$ cat src/rtl/clk_div_bank.sv
// clk_div_bank: a bank of independent, runtime-programmable clock dividers.
// Each channel owns an active divisor and a one-deep pending divisor slot.
// A new divisor is taken in only at a period boundary, so the divided clock
// never glitches. Each channel drives a registered ~50% duty clock and a
// one-cycle tick that marks every rising edge of that clock.
module clk_div_bank #(
    parameter int unsigned NumChannels = 2,
    parameter int unsigned CntWidth    = 16,
    parameter int unsigned DefaultDiv  = 50
) (
    input  logic                            clk_i,
    input  logic                            rst_i,
    input  logic [NumChannels-1:0]          en_i,
    input  logic [NumChannels*CntWidth-1:0] div_i,
    input  logic [NumChannels-1:0]          div_valid_i,
    output logic [NumChannels-1:0]          div_ready_o,
    output logic [NumChannels-1:0]          clk_o,
    output logic [NumChannels-1:0]          tick_o
);

    localparam logic [CntWidth-1:0] DefDivC = CntWidth'(DefaultDiv);
    localparam logic [CntWidth-1:0] ZeroC   = CntWidth'(0);
    localparam logic [CntWidth-1:0] OneC    = CntWidth'(1);
    localparam logic [CntWidth:0]   OneWC   = (CntWidth + 1)'(1);

    for (genvar c = 0; c < NumChannels; c++) begin : g_ch

        // Channel state
        logic [CntWidth-1:0] r_div;
        logic [CntWidth-1:0] r_pend;
        logic                r_pend_vld;
        logic [CntWidth-1:0] r_cnt;
        logic                r_run;
        logic                r_clk;
        logic                r_tick;

        // Next-state values
        logic [CntWidth-1:0] w_div_req;
        logic                w_accept;
        logic                w_apply;
        logic                w_wrap;
        logic                w_out_on;
        logic [CntWidth-1:0] w_div_eff;
        logic [CntWidth-1:0] w_cnt_d;
        logic                w_run_d;
        logic [CntWidth-1:0] w_pend_d;
        logic                w_pend_vld_d;
        logic [CntWidth:0]   w_half;
        logic                w_clk_d;
        logic                w_tick_d;

        assign w_div_req = div_i[c*CntWidth +: CntWidth];
        assign w_accept  = div_valid_i[c] & ~r_pend_vld;

        // Channel sequencing: idle / start / run, with divisor apply at period boundaries
        always_comb begin
            w_wrap   = 1'b0;
            w_apply  = 1'b0;
            w_out_on = 1'b0;
            w_cnt_d  = r_cnt;
            w_run_d  = r_run;
            if (!en_i[c]) begin
                // Idle: everything parked, a pending divisor lands right away
                w_run_d  = 1'b0;
                w_cnt_d  = ZeroC;
                w_apply  = r_pend_vld;
                w_out_on = 1'b0;
            end else if (!r_run) begin
                // Start: begin a fresh period at count 0 with the newest divisor
                w_run_d  = 1'b1;
                w_cnt_d  = ZeroC;
                w_apply  = r_pend_vld;
                w_out_on = 1'b1;
            end else if (r_div == ZeroC) begin
                // Stalled on a zero divisor; a pending divisor acts as a wrap
                w_run_d = 1'b1;
                if (r_pend_vld) begin
                    w_wrap   = 1'b1;
                    w_apply  = 1'b1;
                    w_cnt_d  = ZeroC;
                    w_out_on = 1'b1;
                end else begin
                    w_wrap   = 1'b0;
                    w_apply  = 1'b0;
                    w_cnt_d  = r_cnt;
                    w_out_on = 1'b0;
                end
            end else begin
                // Running: count up to D-1, then wrap and maybe take the new divisor
                w_run_d  = 1'b1;
                w_wrap   = (r_cnt == (r_div - OneC));
                w_apply  = w_wrap & r_pend_vld;
                w_out_on = 1'b1;
                if (w_wrap) begin
                    w_cnt_d = ZeroC;
                end else begin
                    w_cnt_d = r_cnt + OneC;
                end
            end
            w_div_eff = w_apply ? r_pend : r_div;
        end

        // Pending-slot bookkeeping: capture on handshake, free on apply
        always_comb begin
            w_pend_d     = r_pend;
            w_pend_vld_d = r_pend_vld;
            if (w_apply) begin
                w_pend_vld_d = 1'b0;
            end else if (w_accept) begin
                w_pend_d     = w_div_req;
                w_pend_vld_d = 1'b1;
            end else begin
                w_pend_vld_d = r_pend_vld;
            end
        end

        // Output decode from the effective divisor and the next count
        always_comb begin
            // Half period rounded up; extra bit keeps D = 2^CntWidth-1 from overflowing
            w_half   = ({1'b0, w_div_eff} + OneWC) >> 1;
            w_clk_d  = 1'b0;
            w_tick_d = 1'b0;
            if (!w_out_on) begin
                w_clk_d  = 1'b0;
                w_tick_d = 1'b0;
            end else if (w_div_eff == ZeroC) begin
                w_clk_d  = 1'b0;
                w_tick_d = 1'b0;
            end else if (w_div_eff == OneC) begin
                w_clk_d  = 1'b1;
                w_tick_d = 1'b1;
            end else begin
                w_clk_d  = ({1'b0, w_cnt_d} < w_half);
                w_tick_d = (w_cnt_d == ZeroC);
            end
        end

        // Channel registers with synchronous reset
        always_ff @(posedge clk_i) begin
            if (rst_i) begin
                r_div      <= DefDivC;
                r_pend     <= ZeroC;
                r_pend_vld <= 1'b0;
                r_cnt      <= ZeroC;
                r_run      <= 1'b0;
                r_clk      <= 1'b0;
                r_tick     <= 1'b0;
            end else begin
                r_div      <= w_div_eff;
                r_pend     <= w_pend_d;
                r_pend_vld <= w_pend_vld_d;
                r_cnt      <= w_cnt_d;
                r_run      <= w_run_d;
                r_clk      <= w_clk_d;
                r_tick     <= w_tick_d;
            end
        end

        assign div_ready_o[c] = ~r_pend_vld;
        assign clk_o[c]       = r_clk;
        assign tick_o[c]      = r_tick;
    end

endmodule

$ cat config.mk
export PLATFORM = sky130hd
export DESIGN_NAME = clk_div_bank
export DESIGN_NICKNAME = d
export VERILOG_FILES = /design/src/rtl/clk_div_bank.sv
export SDC_FILE = /design/constraint.sdc
export NUM_CORES = 1
export LEC_CHECK = 0
export CORE_MARGIN = 2
export CORE_UTILIZATION = 59
export DETAILED_ROUTE_END_ITERATION = 10
export GPL_ROUTABILITY_DRIVEN = 1
export GPL_TIMING_DRIVEN = 0
export PLACE_DENSITY = 0.83
export SETUP_SLACK_MARGIN = 0.05
export SLEW_MARGIN = 5
export SYNTH_ARGS = -nofsm -noshare
export SYNTH_HDL_FRONTEND = slang
export SYNTH_SLANG_ARGS = --single-unit
$ cat constraint.sdc
create_clock -name clk_i -period 13.75 [get_ports clk_i]
set_input_delay 3.4375 -clock clk_i [delete_from_list [all_inputs] [get_ports clk_i]]
set_output_delay 3.4375 -clock clk_i [all_outputs]
set_load 0.05 [all_outputs]
==> metrics.md <==
| Metric | Value |
|---|---|
| Post CTS Setup Buffer Count | `0` |
| CP peak stage delay | `0.67 ns` |
| Post-route non-filler standard cell count | `1271` |
| Avg WL per Cell | `17.4 um` |
| # resized after CTS | `0` |
| Post-synth cell types | `73` |
| Status | `completed` |
| Final Hold Fails | `0` |
| Rows | `slightly above 40` |
| Internal power | `0.479 mW` |
| Xor/xnor share of the synthesized area | `0.0979` |
| Hold Path Cell Cnt | `2` |
| Top FF cell, synth | `dfxtp_1` |
| Crit path time final | `8.26 ns` |
| H-tree levels | `3` |
| Synth Area in Compound Gates | `0.182` |
| Starting Density | `0.607` |
| Post-synth top area share | `0.271` |
| Leakage | `3.36 nW` |
| WL met1 | `9970 um` |
| R2r setup slk | `6.61 ns` |
| Cell with the most instances after synthesis | `nand2_1` |
| Crit. Startpoint | `en_i[1]` |
| Latest clock arrival within the worst-skew pair | `0.36 ns` |
| Vias in the first global route | `between 7000 and 8000` |
| Total global routing overflow | `0` |
| Pwr/cell area | `79.3 nW/um^2` |
| Fin nets | `1174` |
| CP max-delay cell | `nor2_1` |
| Mean Syn Cell Area | `between 7 and 8 sq um` |
| Setup_tns | `0 ns` |
| Synth cell count leaders | `nand2_1 (152), dfxtp_1 (104), a21oi_1 (84)` |
| Critical path depth in cells | `20` |
| DR vias/cell | `6.23` |
| Period utilization | `0.600` |
| Share of layout cells above drive strength 1 | `0.0382` |
| Hold Path Class | `reg2reg` |
| Cts bufs inserted | `9` |
| FFs w/ async S/R, synth | `0` |
| Seq/Total Area, Yosys | `0.271` |
| Critical-path cell list | `clkdlybuf4s50_1, nand3_1, a21oi_2, nor2_1, a21oi_1, inv_1, ha_1, clkbuf_1, nand4_1, mux2i_1, a21oi_1, o22a_1, ha_1, a21o_1, a21oi_1, nor2b_1, a2111oi_0, or4_1, o211ai_1, a21oi_1` |
| Clk network pwr share | `0.367` |
| First-pass GRT wire length | `35900 um` |
| Synth Area in Simple Gates | `0.297` |
| Initial DRT Pass Iterations | `8` |
| Hold WS | `0.493 ns` |
| Final setup violation count | `0` |
| Initial DRC count | `1034` |
| CP max FO | `10` |
| Comb pwr share | `0.160` |
| Post-Syn Area | `7690 sq um` |
| CP endpoint kind | `register` |
| Post-Synth Adder-Cell Area | `0.0683` |
| WL met2 | `9290 um` |
| Initial antenna violation count | `0` |
| Seq cells post-synth | `~100` |
| Achievable Freq | `between 100 and 150 MHz` |
| Die Y | `118 um` |
| Worst r2r path cells | `24` |
| Largest family of logic cells by synthesized area | `simple AND/OR/NAND/NOR gates` |
| Max-slew violations | `0` |
| Pwr Total | `0.682 mW` |
| Post-synthesis cell type with the largest combined area | `dfxtp_1` |
| Antenna Violating Nets Remaining | `0` |
| Cts hold-fix bufs | `0` |
| Synth area leaders | `dfxtp_1 (27%), nand2_1 (7.4%), ha_1 (6.8%)` |
| Port Buffers | `42` |
| Root Driver | `clkbuf_16` |
| Layout area overhead | `11.8%` |
| WP buf/inv | `3` |
| Max Used Layer | `met4` |
| Largest net degree at the start of global routing | `18` |
| CP delay by family, top | `compound AO/OA/AOI/OAI gates` |
| Io pins | `44` |
| Total routed wirelength | `22100 um` |
| Metal3 WL | `2210 um` |
| CP Launch Type | `input pin` |
| Number of synthesized flops with an enable pin | `0` |
| Critical path type | `in2reg` |
| WP data arrival | `around 8.5 ns` |
| Syn nets | `1121` |
| Max Cap Viol | `0` |
| # diodes | `0` |
| FF-to-FF End | `g_ch[1].r_clk` |
| R2R Path Start | `g_ch[1].r_div[0]` |
| Post-route DRC | `0` |
| CTS tree | `built` |
| Net Switching | `roughly 0.20 mW` |
| Die area | `~14000 sq um` |
| Post-DP HPWL | `16600 um` |
| CTS Buffer Depth | `2` |
| Max-slew headroom | `0.203` |
| Reg clk slew, reported paths | `about 0.070 ns` |
| Worst setup path endpoint | `g_ch[1].r_clk` |
| Total of warnings raised by yosys | `0` |
| Worst path required time | `13.99 ns` |
| Switch share | `0.297` |
| GRT Overall Usage | `0.317` |
| Clock Skew | `0.0123 ns` |
| Slew @ Worst Pin | `1.17 ns` |
| Mux cell area share after synthesis | `0.0286` |
| Clock sinks | `104` |
| Core area | `12700 sq um` |
| RSZ-0062 raised after global routing | `false` |
| Die X | `118 um` |
| Dpl cells | `1255` |
| CP dominant cell by count | `a21oi_1` |
| Max VDD drop | `0.0000757 V` |
| Via count | `just under 8000` |
| Fillcell total | `around 1100` |
| Gpl congestion | `0.966` |
| Sequential power share | `0.473` |
| Mapped Cells | `1041` |
per-layer routing:
metal	GRT usage	vias up
li1	-	3799
met1	0.459	3660
met2	0.462	410
met3	0.0656	44
met4	0.111	0
met5	0	-
tightest hold or removal path: cells and delay by family (launching register included):
family,cells,cell delay [ns]
compound gates,1,0.05
flops,1,0.34
simple gates,1,0.06
power by group through the flow:
stage / Sequential (mW) / Clock, mW / Combinational [mW]
5_1_grt: 0.324 / 0.263 / 0.120
2_1_floorplan: 0.325 / 0 / 0.0731
6_report: 0.323 / 0.250 / 0.109
4_1_cts: 0.322 / 0.250 / 0.108
3_3_place_gp: 0.329 / 0 / 0.105
3_5_place_dp: 0.329 / 0 / 0.107
placed cells by master, fill, tap and decap left out, types with 4 or more instances in the layout:
| cell type | count |
|---|---|
| buf_4 | 4 |
| nor3_1 | 34 |
| o21bai_1 | 5 |
| clkdlybuf4s50_1 | 42 |
| clkbuf_1 | 54 |
| nor4_1 | 18 |
| a21o_1 | 16 |
| and4_1 | 6 |
| a31oi_1 | 5 |
| buf_1 | 4 |
| and3_1 | 14 |
| nand3_1 | 43 |
| nor2b_1 | 33 |
| mux2i_1 | 22 |
| xnor2_1 | 53 |
| nor3b_1 | 5 |
| nand2_1 | 152 |
| o211ai_1 | 4 |
| nor4b_1 | 4 |
| o31ai_1 | 12 |
| xor2_1 | 33 |
| dfxtp_1 | 104 |
| a21oi_1 | 84 |
| o21ai_0 | 47 |
| ha_1 | 42 |
| nor2_1 | 83 |
| clkbuf_16 | 9 |
| or4_1 | 6 |
| nand2b_1 | 10 |
| or3_1 | 12 |
| a211oi_1 | 6 |
| a22o_1 | 4 |
| inv_1 | 27 |
| nand4_1 | 24 |
| buf_2 | 7 |
flip-flops by register name (all words and copies together) (netlist names):
name and flops:
g_ch.r_cnt 32, g_ch.r_div 32, g_ch.r_run 2, g_ch.r_clk 2
g_ch.r_pend_vld 2, g_ch.r_pend 32, g_ch.r_tick 2
metrics by stage:
step | util | cell area (sq um) | setup WS (ns)
5_1_grt | 0.679 | 8600 | 5.20
2_1_floorplan | - | 7690 | 6.97
6_report | 0.679 | 8600 | 5.49
4_1_cts | 0.679 | 8600 | 5.69
3_5_place_dp | 0.657 | 8330 | 5.34
3_3_place_gp | 0.657 | 8330 | 5.50
worst min path at each step:
| stage | from | endpoint | slack (ns) |
|---|---|---|---|
| finish | g_ch[0].r_pend[9] | g_ch[0].r_div[9] | 0.49 |
| global route | g_ch[1].r_pend[9] | g_ch[1].r_pend[9] | 0.52 |
| CTS | g_ch[1].r_pend[9] | g_ch[1].r_pend[9] | 0.50 |
| detailed placement | g_ch[1].r_pend[12] | g_ch[1].r_pend[12] | 0.48 |
| global placement | g_ch[1].r_pend[9] | g_ch[1].r_div[9] | 0.48 |
| floorplan | g_ch[1].r_pend[12] | g_ch[1].r_pend[12] | 0.45 |
logic make-up (layout without fill, tap and decap cells):
kind of cell | Yosys count | count (layout)
multiplexers | 22 | 22
buffers and inverters | 100 | 158
XOR/XNOR | 86 | 86
flip-flops | 104 | 104
adder cells (fa/ha/maj) | 42 | 42
AO/OA/AOI/OAI | 224 | 224
AND/OR/NAND/NOR | 463 | 463
cell type report:
cell class              count  area (sq um)  share of cell area
well taps                 172           215              0.0250
clock inverters             6          43.8             0.00509
plain buffers              72           318              0.0370
repair buffers             42           420              0.0489
flip-flops and latches    104          2080               0.242
multi-input cells         837          5190               0.603
inverters                  28           105              0.0122
clock buffers              10           229              0.0266
No activity file was read; power rests on OpenSTA's default activity.
